$ cat src/rtl/qdr_multiport_arb_if.sv
// Bundle of user-port and QDR-controller signals seen by the multiport arbiter.
// The master modport is the arbiter's view. The slave modport is the view of
// the user ports, the controller and the status consumers.
interface qdr_multiport_arb_if #(
    parameter int unsigned NUM_PORTS  = 4,
    parameter int unsigned DATA_WIDTH = 18,
    parameter int unsigned BW_WIDTH   = 2,
    parameter int unsigned ADDR_WIDTH = 21,
    parameter int unsigned TAG_DEPTH  = 16
);
    localparam int unsigned CntWidth = $clog2(TAG_DEPTH) + 1;

    // User ports
    logic [NUM_PORTS-1:0]              p_req;
    logic [NUM_PORTS-1:0]              p_rnw;
    logic [NUM_PORTS*ADDR_WIDTH-1:0]   p_addr;
    logic [NUM_PORTS*2*DATA_WIDTH-1:0] p_wr_data;
    logic [NUM_PORTS*2*BW_WIDTH-1:0]   p_wr_be;
    logic [NUM_PORTS-1:0]              p_ack;
    logic [2*DATA_WIDTH-1:0]           p_rd_data;
    logic [NUM_PORTS-1:0]              p_rd_dvld;

    // QDR controller side
    logic                              phy_rdy;
    logic                              usr_rd_strb;
    logic                              usr_wr_strb;
    logic [ADDR_WIDTH-1:0]             usr_addr;
    logic [2*DATA_WIDTH-1:0]           usr_wr_data;
    logic [2*BW_WIDTH-1:0]             usr_wr_be;
    logic [2*DATA_WIDTH-1:0]           usr_rd_data;
    logic                              usr_rd_dvld;

    // Status
    logic [CntWidth-1:0]               rd_outstanding;
    logic                              rd_underflow;

    modport master (
        input  p_req, p_rnw, p_addr, p_wr_data, p_wr_be, phy_rdy, usr_rd_data, usr_rd_dvld,
        output p_ack, p_rd_data, p_rd_dvld, usr_rd_strb, usr_wr_strb, usr_addr, usr_wr_data,
               usr_wr_be, rd_outstanding, rd_underflow
    );

    modport slave (
        output p_req, p_rnw, p_addr, p_wr_data, p_wr_be, phy_rdy, usr_rd_data, usr_rd_dvld,
        input  p_ack, p_rd_data, p_rd_dvld, usr_rd_strb, usr_wr_strb, usr_addr, usr_wr_data,
               usr_wr_be, rd_outstanding, rd_underflow
    );
endinterface

$ cat src/rtl/qdr_multiport_arb.sv
// Round-robin arbiter that funnels N user ports onto one QDR controller.
// Read returns are routed back to the issuing port through an in-order tag FIFO.
module qdr_multiport_arb #(
    parameter int unsigned NUM_PORTS  = 4,
    parameter int unsigned DATA_WIDTH = 18,
    parameter int unsigned BW_WIDTH   = 2,
    parameter int unsigned ADDR_WIDTH = 21,
    parameter int unsigned TAG_DEPTH  = 16
) (
    input logic                 clk0,
    input logic                 reset_n,
    qdr_multiport_arb_if.master bus
);
    localparam int unsigned PortW = (NUM_PORTS > 1) ? $clog2(NUM_PORTS) : 1;
    localparam int unsigned PtrW  = $clog2(TAG_DEPTH);
    localparam int unsigned CntW  = PtrW + 1;
    localparam int unsigned UdW   = 2 * DATA_WIDTH;
    localparam int unsigned UbW   = 2 * BW_WIDTH;
    localparam logic [CntW-1:0] TagFull = CntW'(TAG_DEPTH);

    logic [PortW-1:0]     rr_q;      // first port examined in the next search
    logic [NUM_PORTS-1:0] eligible;
    logic                 gnt_vld;
    logic [PortW-1:0]     gnt_idx;
    int unsigned          cand;

    logic                 rd_strb_q, wr_strb_q;
    logic [ADDR_WIDTH-1:0] addr_q;
    logic [UdW-1:0]       wr_data_q;
    logic [UbW-1:0]       wr_be_q;

    logic [PortW-1:0]     tag_mem [TAG_DEPTH];
    logic [PtrW-1:0]      wr_ptr_q, rd_ptr_q;
    logic [CntW-1:0]      cnt_q;
    logic                 push, pop;

    logic [UdW-1:0]       rd_data_q;
    logic [NUM_PORTS-1:0] rd_dvld_q;
    logic                 underflow_q;

    // Per-port eligibility; reads are held back while every tag is in flight
    always_comb begin
        eligible = '0;
        for (int unsigned i = 0; i < NUM_PORTS; i++) begin
            eligible[i] = reset_n & bus.p_req[i] & bus.phy_rdy &
                          (~bus.p_rnw[i] | (cnt_q < TagFull));
        end
    end

    // Round-robin search starting at rr_q
    always_comb begin
        gnt_vld = 1'b0;
        gnt_idx = '0;
        cand    = 0;
        for (int unsigned k = 0; k < NUM_PORTS; k++) begin
            cand = (32'(rr_q) + k) % NUM_PORTS;
            if (!gnt_vld && eligible[PortW'(cand)]) begin
                gnt_vld = 1'b1;
                gnt_idx = PortW'(cand);
            end
        end
    end

    // Combinational one-hot accept
    always_comb begin
        bus.p_ack = '0;
        if (gnt_vld) bus.p_ack[gnt_idx] = 1'b1;
    end

    assign push = gnt_vld & bus.p_rnw[gnt_idx];
    assign pop  = bus.usr_rd_dvld & (cnt_q != '0);

    // Register the accepted command for one cycle; payload holds when idle
    always_ff @(posedge clk0 or negedge reset_n) begin
        if (!reset_n) begin
            rr_q      <= '0;
            rd_strb_q <= 1'b0;
            wr_strb_q <= 1'b0;
            addr_q    <= '0;
            wr_data_q <= '0;
            wr_be_q   <= '0;
        end else begin
            rd_strb_q <= 1'b0;
            wr_strb_q <= 1'b0;
            if (gnt_vld) begin
                rr_q      <= (gnt_idx == PortW'(NUM_PORTS - 1)) ? '0 : gnt_idx + 1'b1;
                rd_strb_q <= bus.p_rnw[gnt_idx];
                wr_strb_q <= ~bus.p_rnw[gnt_idx];
                addr_q    <= bus.p_addr[gnt_idx*ADDR_WIDTH +: ADDR_WIDTH];
                wr_data_q <= bus.p_wr_data[gnt_idx*UdW +: UdW];
                wr_be_q   <= bus.p_wr_be[gnt_idx*UbW +: UbW];
            end
        end
    end

    // Tag storage; contents are meaningless outside the valid window so no reset
    always_ff @(posedge clk0) begin
        if (push) tag_mem[wr_ptr_q] <= gnt_idx;
    end

    // Tag FIFO pointers and occupancy; pointers wrap naturally (power-of-2 depth)
    always_ff @(posedge clk0 or negedge reset_n) begin
        if (!reset_n) begin
            wr_ptr_q <= '0;
            rd_ptr_q <= '0;
            cnt_q    <= '0;
        end else begin
            if (push) wr_ptr_q <= wr_ptr_q + 1'b1;
            if (pop)  rd_ptr_q <= rd_ptr_q + 1'b1;
            if (push && !pop)      cnt_q <= cnt_q + 1'b1;
            else if (pop && !push) cnt_q <= cnt_q - 1'b1;
        end
    end

    // Route returned read data to the port at the FIFO head; flag orphan returns
    always_ff @(posedge clk0 or negedge reset_n) begin
        if (!reset_n) begin
            rd_data_q   <= '0;
            rd_dvld_q   <= '0;
            underflow_q <= 1'b0;
        end else begin
            rd_dvld_q <= '0;
            if (pop) begin
                rd_data_q <= bus.usr_rd_data;
                rd_dvld_q <= NUM_PORTS'(1) << tag_mem[rd_ptr_q];
            end else if (bus.usr_rd_dvld) begin
                underflow_q <= 1'b1;
            end
        end
    end

    assign bus.usr_rd_strb    = rd_strb_q;
    assign bus.usr_wr_strb    = wr_strb_q;
    assign bus.usr_addr       = addr_q;
    assign bus.usr_wr_data    = wr_data_q;
    assign bus.usr_wr_be      = wr_be_q;
    assign bus.p_rd_data      = rd_data_q;
    assign bus.p_rd_dvld      = rd_dvld_q;
    assign bus.rd_outstanding = cnt_q;
    assign bus.rd_underflow   = underflow_q;
endmodule

$ cat src/flat_wrapper.sv
// flat-port wrapper written by rule: the top's interface ports become plain ports
module qdr_multiport_arb_flat 
#(
    parameter int unsigned NUM_PORTS  = 4,
    parameter int unsigned DATA_WIDTH = 18,
    parameter int unsigned BW_WIDTH   = 2,
    parameter int unsigned ADDR_WIDTH = 21,
    parameter int unsigned TAG_DEPTH  = 16
)
  (clk0, reset_n, bus_p_req, bus_p_rnw, bus_p_addr, bus_p_wr_data, bus_p_wr_be, bus_phy_rdy, bus_usr_rd_data, bus_usr_rd_dvld, bus_p_ack, bus_p_rd_data, bus_p_rd_dvld, bus_usr_rd_strb, bus_usr_wr_strb, bus_usr_addr, bus_usr_wr_data, bus_usr_wr_be, bus_rd_outstanding, bus_rd_underflow);
  qdr_multiport_arb_if #(.NUM_PORTS(NUM_PORTS), .DATA_WIDTH(DATA_WIDTH), .BW_WIDTH(BW_WIDTH), .ADDR_WIDTH(ADDR_WIDTH), .TAG_DEPTH(TAG_DEPTH)) bus_i ();
  input logic clk0;
  input logic reset_n;
  input wire logic [$bits(bus_i.p_req)-1:0] bus_p_req;
  input wire logic [$bits(bus_i.p_rnw)-1:0] bus_p_rnw;
  input wire logic [$bits(bus_i.p_addr)-1:0] bus_p_addr;
  input wire logic [$bits(bus_i.p_wr_data)-1:0] bus_p_wr_data;
  input wire logic [$bits(bus_i.p_wr_be)-1:0] bus_p_wr_be;
  input wire logic [$bits(bus_i.phy_rdy)-1:0] bus_phy_rdy;
  input wire logic [$bits(bus_i.usr_rd_data)-1:0] bus_usr_rd_data;
  input wire logic [$bits(bus_i.usr_rd_dvld)-1:0] bus_usr_rd_dvld;
  output wire logic [$bits(bus_i.p_ack)-1:0] bus_p_ack;
  output wire logic [$bits(bus_i.p_rd_data)-1:0] bus_p_rd_data;
  output wire logic [$bits(bus_i.p_rd_dvld)-1:0] bus_p_rd_dvld;
  output wire logic [$bits(bus_i.usr_rd_strb)-1:0] bus_usr_rd_strb;
  output wire logic [$bits(bus_i.usr_wr_strb)-1:0] bus_usr_wr_strb;
  output wire logic [$bits(bus_i.usr_addr)-1:0] bus_usr_addr;
  output wire logic [$bits(bus_i.usr_wr_data)-1:0] bus_usr_wr_data;
  output wire logic [$bits(bus_i.usr_wr_be)-1:0] bus_usr_wr_be;
  output wire logic [$bits(bus_i.rd_outstanding)-1:0] bus_rd_outstanding;
  output wire logic [$bits(bus_i.rd_underflow)-1:0] bus_rd_underflow;
  assign bus_i.p_req = bus_p_req;
  assign bus_i.p_rnw = bus_p_rnw;
  assign bus_i.p_addr = bus_p_addr;
  assign bus_i.p_wr_data = bus_p_wr_data;
  assign bus_i.p_wr_be = bus_p_wr_be;
  assign bus_i.phy_rdy = bus_phy_rdy;
  assign bus_i.usr_rd_data = bus_usr_rd_data;
  assign bus_i.usr_rd_dvld = bus_usr_rd_dvld;
  assign bus_p_ack = bus_i.p_ack;
  assign bus_p_rd_data = bus_i.p_rd_data;
  assign bus_p_rd_dvld = bus_i.p_rd_dvld;
  assign bus_usr_rd_strb = bus_i.usr_rd_strb;
  assign bus_usr_wr_strb = bus_i.usr_wr_strb;
  assign bus_usr_addr = bus_i.usr_addr;
  assign bus_usr_wr_data = bus_i.usr_wr_data;
  assign bus_usr_wr_be = bus_i.usr_wr_be;
  assign bus_rd_outstanding = bus_i.rd_outstanding;
  assign bus_rd_underflow = bus_i.rd_underflow;
  qdr_multiport_arb #(.NUM_PORTS(NUM_PORTS), .DATA_WIDTH(DATA_WIDTH), .BW_WIDTH(BW_WIDTH), .ADDR_WIDTH(ADDR_WIDTH), .TAG_DEPTH(TAG_DEPTH)) u_core (.clk0(clk0), .reset_n(reset_n), .bus(bus_i));
endmodule
$ cat config.mk
export PLATFORM = sky130hd
export DESIGN_NAME = qdr_multiport_arb_flat
export DESIGN_NICKNAME = d
export VERILOG_FILES = /design/src/rtl/qdr_multiport_arb_if.sv /design/src/rtl/qdr_multiport_arb.sv /design/src/flat_wrapper.sv
export SDC_FILE = /design/constraint.sdc
export NUM_CORES = 1
export LEC_CHECK = 0
export ABC_AREA = 1
export BUFFER_PORTS_ARGS = -buffer_cell sky130_fd_sc_hd__buf_4
export CAP_MARGIN = 20
export CORE_AREA = 2 2 156 158
export DETAILED_ROUTE_END_ITERATION = 8
export DIE_AREA = 0 0 158 160
export SLEW_MARGIN = 10
export SYNTH_ARGS = -nofsm -noshare
export SYNTH_HDL_FRONTEND = slang
export SYNTH_SLANG_ARGS = --single-unit
$ cat constraint.sdc
create_clock -name clk0 -period 7.7 [get_ports clk0]
set_clock_uncertainty 0.05 [all_clocks]
set_input_delay 1.155 -clock clk0 [delete_from_list [all_inputs] [get_ports clk0]]
set_output_delay 1.155 -clock clk0 [all_outputs]
set_load 0.005 [all_outputs]
# ---- Word level (Yosys, flattened, before mapping)
# Memory sizes are Yosys's and may differ from the RTL's.
# Cells that the tools add are included.
dict set report word_totals {
  inputBits 292
  ff_bits 119
  elab_cells 102
  mem_count 1
  ramBits 32
}
# memory words width rd rd_ports_with_merged_regs wr line_no
set memory_table {}
lappend memory_table {u_core.tag_mem 16 2 1 0 1 qdr_multiport_arb.sv:32} ;# logic [PortW-1:0] tag_mem [TAG_DEPTH];
dict set report op_classes {
  add_sub_neg 8
  shift 4
  reduce_logical 14
  n_lt_le_gt_ge 7
  muxes 29
  n_bitwise 24
  n_eq_ne 1
  mul 2
}
# operator n
set op_table {}
lappend op_table {{variable part select 144 x 9 -> 36 bit} 1}
lappend op_table {{variable part select 84 x 8 -> 21 bit} 1}
lappend op_table {{variable part select 16 x 5 -> 4 bit} 1}
lappend op_table {{less-than comparator 2 x 3 -> 1 bit, second input constant} 5}
lappend op_table {{AND 1 bit} 14}
lappend op_table {{two-way mux 1 bit} 14}
lappend op_table {{binary-select mux 1 bit (select 2 bit)} 5}
lappend op_table {{two-way mux 2 bit} 5}
lappend op_table {{two-way mux 5 bit} 2}
lappend op_table {{adder 4 x 1 -> 4 bit, second input constant} 2}
lappend op_table {{two-way mux 4 bit} 2}
lappend op_table {{multiplier 2 x 5 -> 7 bit, second input constant} 1}
lappend op_table {{logical AND 1 bit} 6}
lappend op_table {{multiplier 2 x 4 -> 6 bit, second input constant} 1}
lappend op_table {{inverter 1 bit} 6}
lappend op_table {{adder 5 x 1 -> 5 bit, second input constant} 1}
lappend op_table {{logical NOT 1 bit} 5}
lappend op_table {{less-than comparator 5 bit, second input constant} 1}
lappend op_table {{nonzero test 5 bit} 1}
lappend op_table {{subtractor 5 x 1 -> 5 bit, second input constant} 1}
lappend op_table {{adder 2 x 1 -> 2 bit, second input constant} 2}
lappend op_table {{adder 2 bit, second input constant} 2}
lappend op_table {{bitwise OR 1 bit} 4}
lappend op_table {{left shift 1 x 2 -> 4 bit, first input constant} 1}
lappend op_table {{other kinds (5)} 5}

# ---- Depth between registers and ports, before layout
dict set report logic_depth {
  word_depth 22
  mapped_depth 25
}

# ---- Worst setup path after synthesis
# No wires, ideal clock.
dict set report synth_timing {
  kind {in2reg}
  from {in bus_phy_rdy}
  to {reg u_core.cnt_q[4] (netlist: u_core.bus.rd_outstanding[4])}
  arrival_ns 3.756
  cell_stages 23
  slack_ns 3.765
  n_path_buf 1
  cell_sequence {nand2_1 -> nor2_1 -> nand3_1 -> nand3_1 -> nand2_2 -> nand3_1 -> nand3_1 -> nand2_1 -> nand2_2 -> inv_2 -> nand3_2 -> nand3_2 -> buf_2 -> inv_1 -> ha_1 -> inv_1 -> ha_1 -> a21o_1 -> a31oi_1 -> nand2_1 -> nand2_1 -> nor2_1 -> xor2_1}
}
dict set report synth_via {
  elab_chain_len 20
  elab_cells_between_ends 38
  cone_classes {mux: 19; bitwise: 9; reduce/logical: 10}
}
# element line_no
set synth_rtl {}
lappend synth_rtl {{start, declared} flat_wrapper.sv:19} ;# input wire logic [$bits(bus_i.phy_rdy)-1:0] bus_phy_rdy;
lappend synth_rtl {{AND 1 bit (2 in series)} qdr_multiport_arb.sv:45} ;# eligible[i] = reset_n & bus.p_req[i] & bus.phy_rdy &
lappend synth_rtl {{binary-select mux 1 bit (select 2 bit)} qdr_multiport_arb.sv:57} ;# if (!gnt_vld && eligible[PortW'(cand)]) begin
lappend synth_rtl {{two-way mux 1 bit (implied by the code)} qdr_multiport_arb.sv:57}
lappend synth_rtl {{two-way mux 1 bit} qdr_multiport_arb.sv:57}
lappend synth_rtl {{logical NOT 1 bit} qdr_multiport_arb.sv:57}
lappend synth_rtl {{logical AND 1 bit} qdr_multiport_arb.sv:57}
lappend synth_rtl {{two-way mux 1 bit} qdr_multiport_arb.sv:57}
lappend synth_rtl {{logical NOT 1 bit} qdr_multiport_arb.sv:57}
lappend synth_rtl {{[... 4 more ...]} --}
lappend synth_rtl {{two-way mux 2 bit} qdr_multiport_arb.sv:57}
lappend synth_rtl {{binary-select mux 1 bit (select 2 bit)} qdr_multiport_arb.sv:70} ;# assign push = gnt_vld & bus.p_rnw[gnt_idx];
lappend synth_rtl {{two-way mux 1 bit (implied by the code)} qdr_multiport_arb.sv:70}
lappend synth_rtl {{AND 1 bit *} qdr_multiport_arb.sv:70}
lappend synth_rtl {{named net u_core.push} qdr_multiport_arb.sv:35} ;# logic push, pop;
lappend synth_rtl {{logical NOT 1 bit} qdr_multiport_arb.sv:111} ;# else if (pop && !push) cnt_q <= cnt_q - 1'b1;
lappend synth_rtl {{logical AND 1 bit} qdr_multiport_arb.sv:111}
lappend synth_rtl {{nonzero test 2 bit (no source line)} --}
lappend synth_rtl {{end signal, assigned} qdr_multiport_arb.sv:110} ;# if (push && !pop) cnt_q <= cnt_q + 1'b1;
lappend synth_rtl {{end signal, assigned} qdr_multiport_arb.sv:111}
lappend synth_rtl {{end, declared} qdr_multiport_arb.sv:34} ;# logic [CntW-1:0] cnt_q;
# Mark *: on every way through the listed nets, which the timed path passes. The rest lies on a longest branch. The select of a mux whose other input is x is not followed.
# A chain may end at the register's enable or synchronous reset.

# ---- Worst setup path after layout
dict set report layout_timing {
  from {in reset_n}
  to {out bus_p_ack[1]}
}
dict set report layout_via {
  elab_chain_len 20
  elab_cells_between_ends 40
  cone_classes {order compare: 2; mux: 19; bitwise: 12; reduce/logical: 7}
}
# element line_no
set layout_rtl {}
lappend layout_rtl {{start, declared} flat_wrapper.sv:13} ;# input logic reset_n;
lappend layout_rtl {{AND 1 bit (3 in series)} qdr_multiport_arb.sv:45}
lappend layout_rtl {{binary-select mux 1 bit (select 2 bit)} qdr_multiport_arb.sv:57}
lappend layout_rtl {{two-way mux 1 bit (implied by the code)} qdr_multiport_arb.sv:57}
lappend layout_rtl {{two-way mux 1 bit} qdr_multiport_arb.sv:57}
lappend layout_rtl {{logical NOT 1 bit} qdr_multiport_arb.sv:57}
lappend layout_rtl {{logical AND 1 bit} qdr_multiport_arb.sv:57}
lappend layout_rtl {{two-way mux 1 bit} qdr_multiport_arb.sv:57}
lappend layout_rtl {{logical NOT 1 bit} qdr_multiport_arb.sv:57}
lappend layout_rtl {{[... 2 more ...]} --}
lappend layout_rtl {{logical NOT 1 bit} qdr_multiport_arb.sv:57}
lappend layout_rtl {{logical AND 1 bit} qdr_multiport_arb.sv:57}
lappend layout_rtl {{two-way mux 2 bit} qdr_multiport_arb.sv:57}
lappend layout_rtl {{less-than comparator 2 x 3 -> 1 bit (implied by the code) or >= comparator 2 x 1 -> 1 bit (tied branches)} qdr_multiport_arb.sv:67} ;# if (gnt_vld) bus.p_ack[gnt_idx] = 1'b1;
lappend layout_rtl {{logical AND 1 bit (implied by the code)} qdr_multiport_arb.sv:67}
lappend layout_rtl {{two-way mux 1 bit (implied by the code)} qdr_multiport_arb.sv:67}
lappend layout_rtl {{demux 1 bit (select 2 bit)} --}
lappend layout_rtl {{two-way mux 4 bit *} qdr_multiport_arb.sv:67}
lappend layout_rtl {{end, declared} flat_wrapper.sv:22} ;# output wire logic [$bits(bus_i.p_ack)-1:0] bus_p_ack;
# Mark *: on every way between the ends. The rest lies on a longest branch, timed or not. The select of a mux whose other input is x is not followed.

==> impl_metrics.tcl <==
set metrics [dict create \
    ctsResizeCount 0 \
    drc 0 \
    synth_fp_nets 1434 \
    worst-r2r-setup-slack_ns 3.42 \
    ys_warn_count 0 \
    holdBufCountCts 0 \
    critPathCaptureType "primary output" \
    rsz0062_at_grt "no" \
    fmax_ghz 0.176 \
    worstMarginPinSlew_ns 0.914 \
    setup_viol 0 \
    synth_flop_cell "dfrtp_1" \
    ys_types 34 \
    syn_avg_cell_area_um2 7.41 \
    synth.largest_area_cell "dfrtp_1" \
    globalplace.congestion 0.899 \
    start_kind "input port" \
    ys_seq_area_share_pct 47.1 \
    nets 1795 \
    total_power_mw 5.96 \
    die_area_um2 25300 \
    antenna_found_initial 2 \
    vias_per_cell 4.79 \
    utilization_pct 50.6 \
    cts_num_sinks 151 \
    synth-edff-count 32 \
    post-route-period-util_pct 73.8 \
    status "complete, no violations" \
    gr-total-overflow 0 \
    grt_pass1_vias 8485 \
    initial_core_util_pct 35.1 \
    rows 57 \
    drive_gt1_share_pct 30.7 \
    first_pass_iters 5 \
    hold_viol 0 \
    drtIter0Drc 591 \
    ctsLongestPathBuffers 2 \
    synth-seq-cells 151 \
    die_x_um 158 \
    fin_crit_ns 5.68 \
    async_flop_share_pct 78.8 \
    cap_violations 0 \
    synth_cells 1128 \
    ios 405 \
    dp_hpwl_um 21900 \
    wirelength_um 29400 \
    maxSlewViolCount 0 \
    slew_headroom_pct 39.1 \
    cts_made_buffers 17 \
    vias 8744 \
    drtAntennaViolNets 0 \
    die_h_um 160 \
    p_per_area_nw_per_um2 494 \
    cts_setup_buffers 0 \
    arrival_ns 4.48 \
    tritoncts "yes" \
    yosys-top-cells-area "dfrtp_1 36%, nand2_1 24%, nand3_1 12%" \
    vdd.ir_drop.worst_mv 0.562 \
    clk_pin_slew_ns 0.06 \
    htreeDepth 4 \
    setup_tns_ns 0 \
    grt_max_degree 83 \
    worstPathRequired_ns 6.49 \
    clk_latency_ns 0.42 \
    grt_pass1_wl_um 45600 \
    synth_top_area_share_pct 35.6 \
    p_leak_nw 6.31 \
    core_um2 23800 \
    grt_usage_pct 23.2 \
    fillers 2465 \
    wire_per_inst_um 16.1 \
    port_buffers 404 \
    area_growth_pct 44.2 \
    cts_root_buffer "clkbuf_16" \
    netlist_area_um2 8360 \
    hold_class "reg -> reg" \
    setup.worst_path.class "in -> out" \
    worstPathMaxFanout 66 \
]
-- cells by family after synthesis --
| logic type | Yosys count | synth area share [%] |
|---|---|---|
| buffers and inverters | 103 | 5.87 |
| DFF | 151 | 47.1 |
| AOI/OAI and AO/OA | 32 | 2.38 |
| adders and majority gates | 14 | 2.19 |
| xor gates and xnor gates | 8 | 1.06 |
| muxes | 5 | 0.599 |
| and+or+nand+nor | 815 | 40.8 |
-- metrics by stage --
stage	hold WS, ns	setup WS (ns)	instance area [um^2]	cells
final	0.427	2.02	12000	1827
after global routing	0.453	1.48	12000	1827
after CTS	0.434	1.95	12000	1826
after detailed placement	0.417	1.96	11500	1794
after global placement	0.413	2.10	11500	1794
after floorplan	0.418	3.77	8360	1128
-- worst max-delay path, cell delays in order --
cell	delay, ns
buf_6	0.39
nand2_1	0.20
nor2_1	0.19
nand3_1	0.15
nand3_1	0.14
nand2_2	0.10
nand2_1	0.11
nand2_1	0.07
nand2_2	0.10
nand3_4	0.55
inv_4	0.73
ha_1	0.25
inv_1	0.04
nor2_1	0.09
buf_4	0.13
-- report_power, final --
group          switching, mW  internal, mW  total, mW
clock network          0.354         0.418      0.771
registers              0.220          1.21       1.43
logic                   2.41          1.35       3.75
total                   2.98          2.98       5.96
-- flip-flops by register name, indices dropped and copies added (netlist names) --
| register | flops |
|---|---|
| u_core.bus.usr_addr | 21 |
| u_core.bus.rd_outstanding | 5 |
| u_core.bus.usr_wr_be | 4 |
| u_core.tag_mem | 32 |
| u_core.bus.usr_wr_data | 36 |
| u_core.bus.p_rd_data | 36 |
| u_core.bus.usr_wr_strb | 1 |
| u_core.rd_ptr_q | 4 |
| u_core.wr_ptr_q | 4 |
| u_core.bus.usr_rd_strb | 1 |
| u_core.rr_q | 2 |
| u_core.bus.p_rd_dvld | 4 |
| u_core.bus.rd_underflow | 1 |
-- area by class of cell --
cell class | instances | area, um^2 | area share (%)
clock buffer | 17 | 425 | 3.53
clock inverter | 15 | 121 | 1.01
sequential | 151 | 3940 | 32.7
tap | 324 | 405 | 3.36
timing repair buffer | 413 | 3100 | 25.8
multi-input combinational | 874 | 3930 | 32.6
inverter | 32 | 123 | 1.02
antenna | 1 | 2.50 | 0.0208
-- layer usage --
metal	track usage [%]	part of all wire, %	up-vias
met5	0	0.044	-
li1	-	-	4364
met3	5.75	7.0	46
met4	9.17	3.0	2
met2	39.0	50	320
met1	28.6	40	4012
-- worst paths after layout --
check,from,end,cells after the start
setup / recovery,reset_n,bus_p_ack[1],15
hold / removal,u_core.bus.usr_wr_data[14],u_core.bus.usr_wr_data[14],2
setup reg to reg,u_core.rr_q[0],u_core.bus.rd_outstanding[4],21
hold reg to reg,u_core.bus.usr_wr_data[14],u_core.bus.usr_wr_data[14],2
max in group asynchronous,reset_n,u_core.bus.usr_wr_data[22],2
min in group asynchronous,reset_n,u_core.rd_ptr_q[0],1
-- cells in the mapped netlist (3+ instances only) --
| cell type | n |
|---|---|
| nand2_1 | 540 |
| nand3_1 | 205 |
| dfrtp_1 | 119 |
| nor2_1 | 49 |
| edfxtp_1 | 32 |
| inv_1 | 28 |
| clkbuf_1 | 22 |
| buf_2 | 21 |
| buf_1 | 15 |
| ha_1 | 13 |
| o21ai_0 | 12 |
| nand4_1 | 10 |
| a21oi_1 | 7 |
| buf_6 | 7 |
| buf_4 | 6 |
| xor2_1 | 6 |
| mux2i_1 | 5 |
| o221ai_1 | 5 |
| nand2_2 | 4 |
| nand3_2 | 4 |
| inv_2 | 3 |
-- cells in the final DEF, fill, tap and decap left out, drive strengths merged, types with 5 or more instances in the layout --
| cell type | count |
|---|---|
| buf | 413 |
| inv | 37 |
| dfrtp | 119 |
| nand4 | 11 |
| xor2 | 6 |
| mux2i | 5 |
| clkbuf | 17 |
| o221ai | 5 |
| edfxtp | 32 |
| nand2 | 544 |
| nand3 | 210 |
| clkinv | 5 |
| a21oi | 7 |
| ha | 13 |
| o21ai | 12 |
| nor2 | 49 |
| clkinvlp | 5 |
Note: power is estimated with default switching activity, not from simulation.
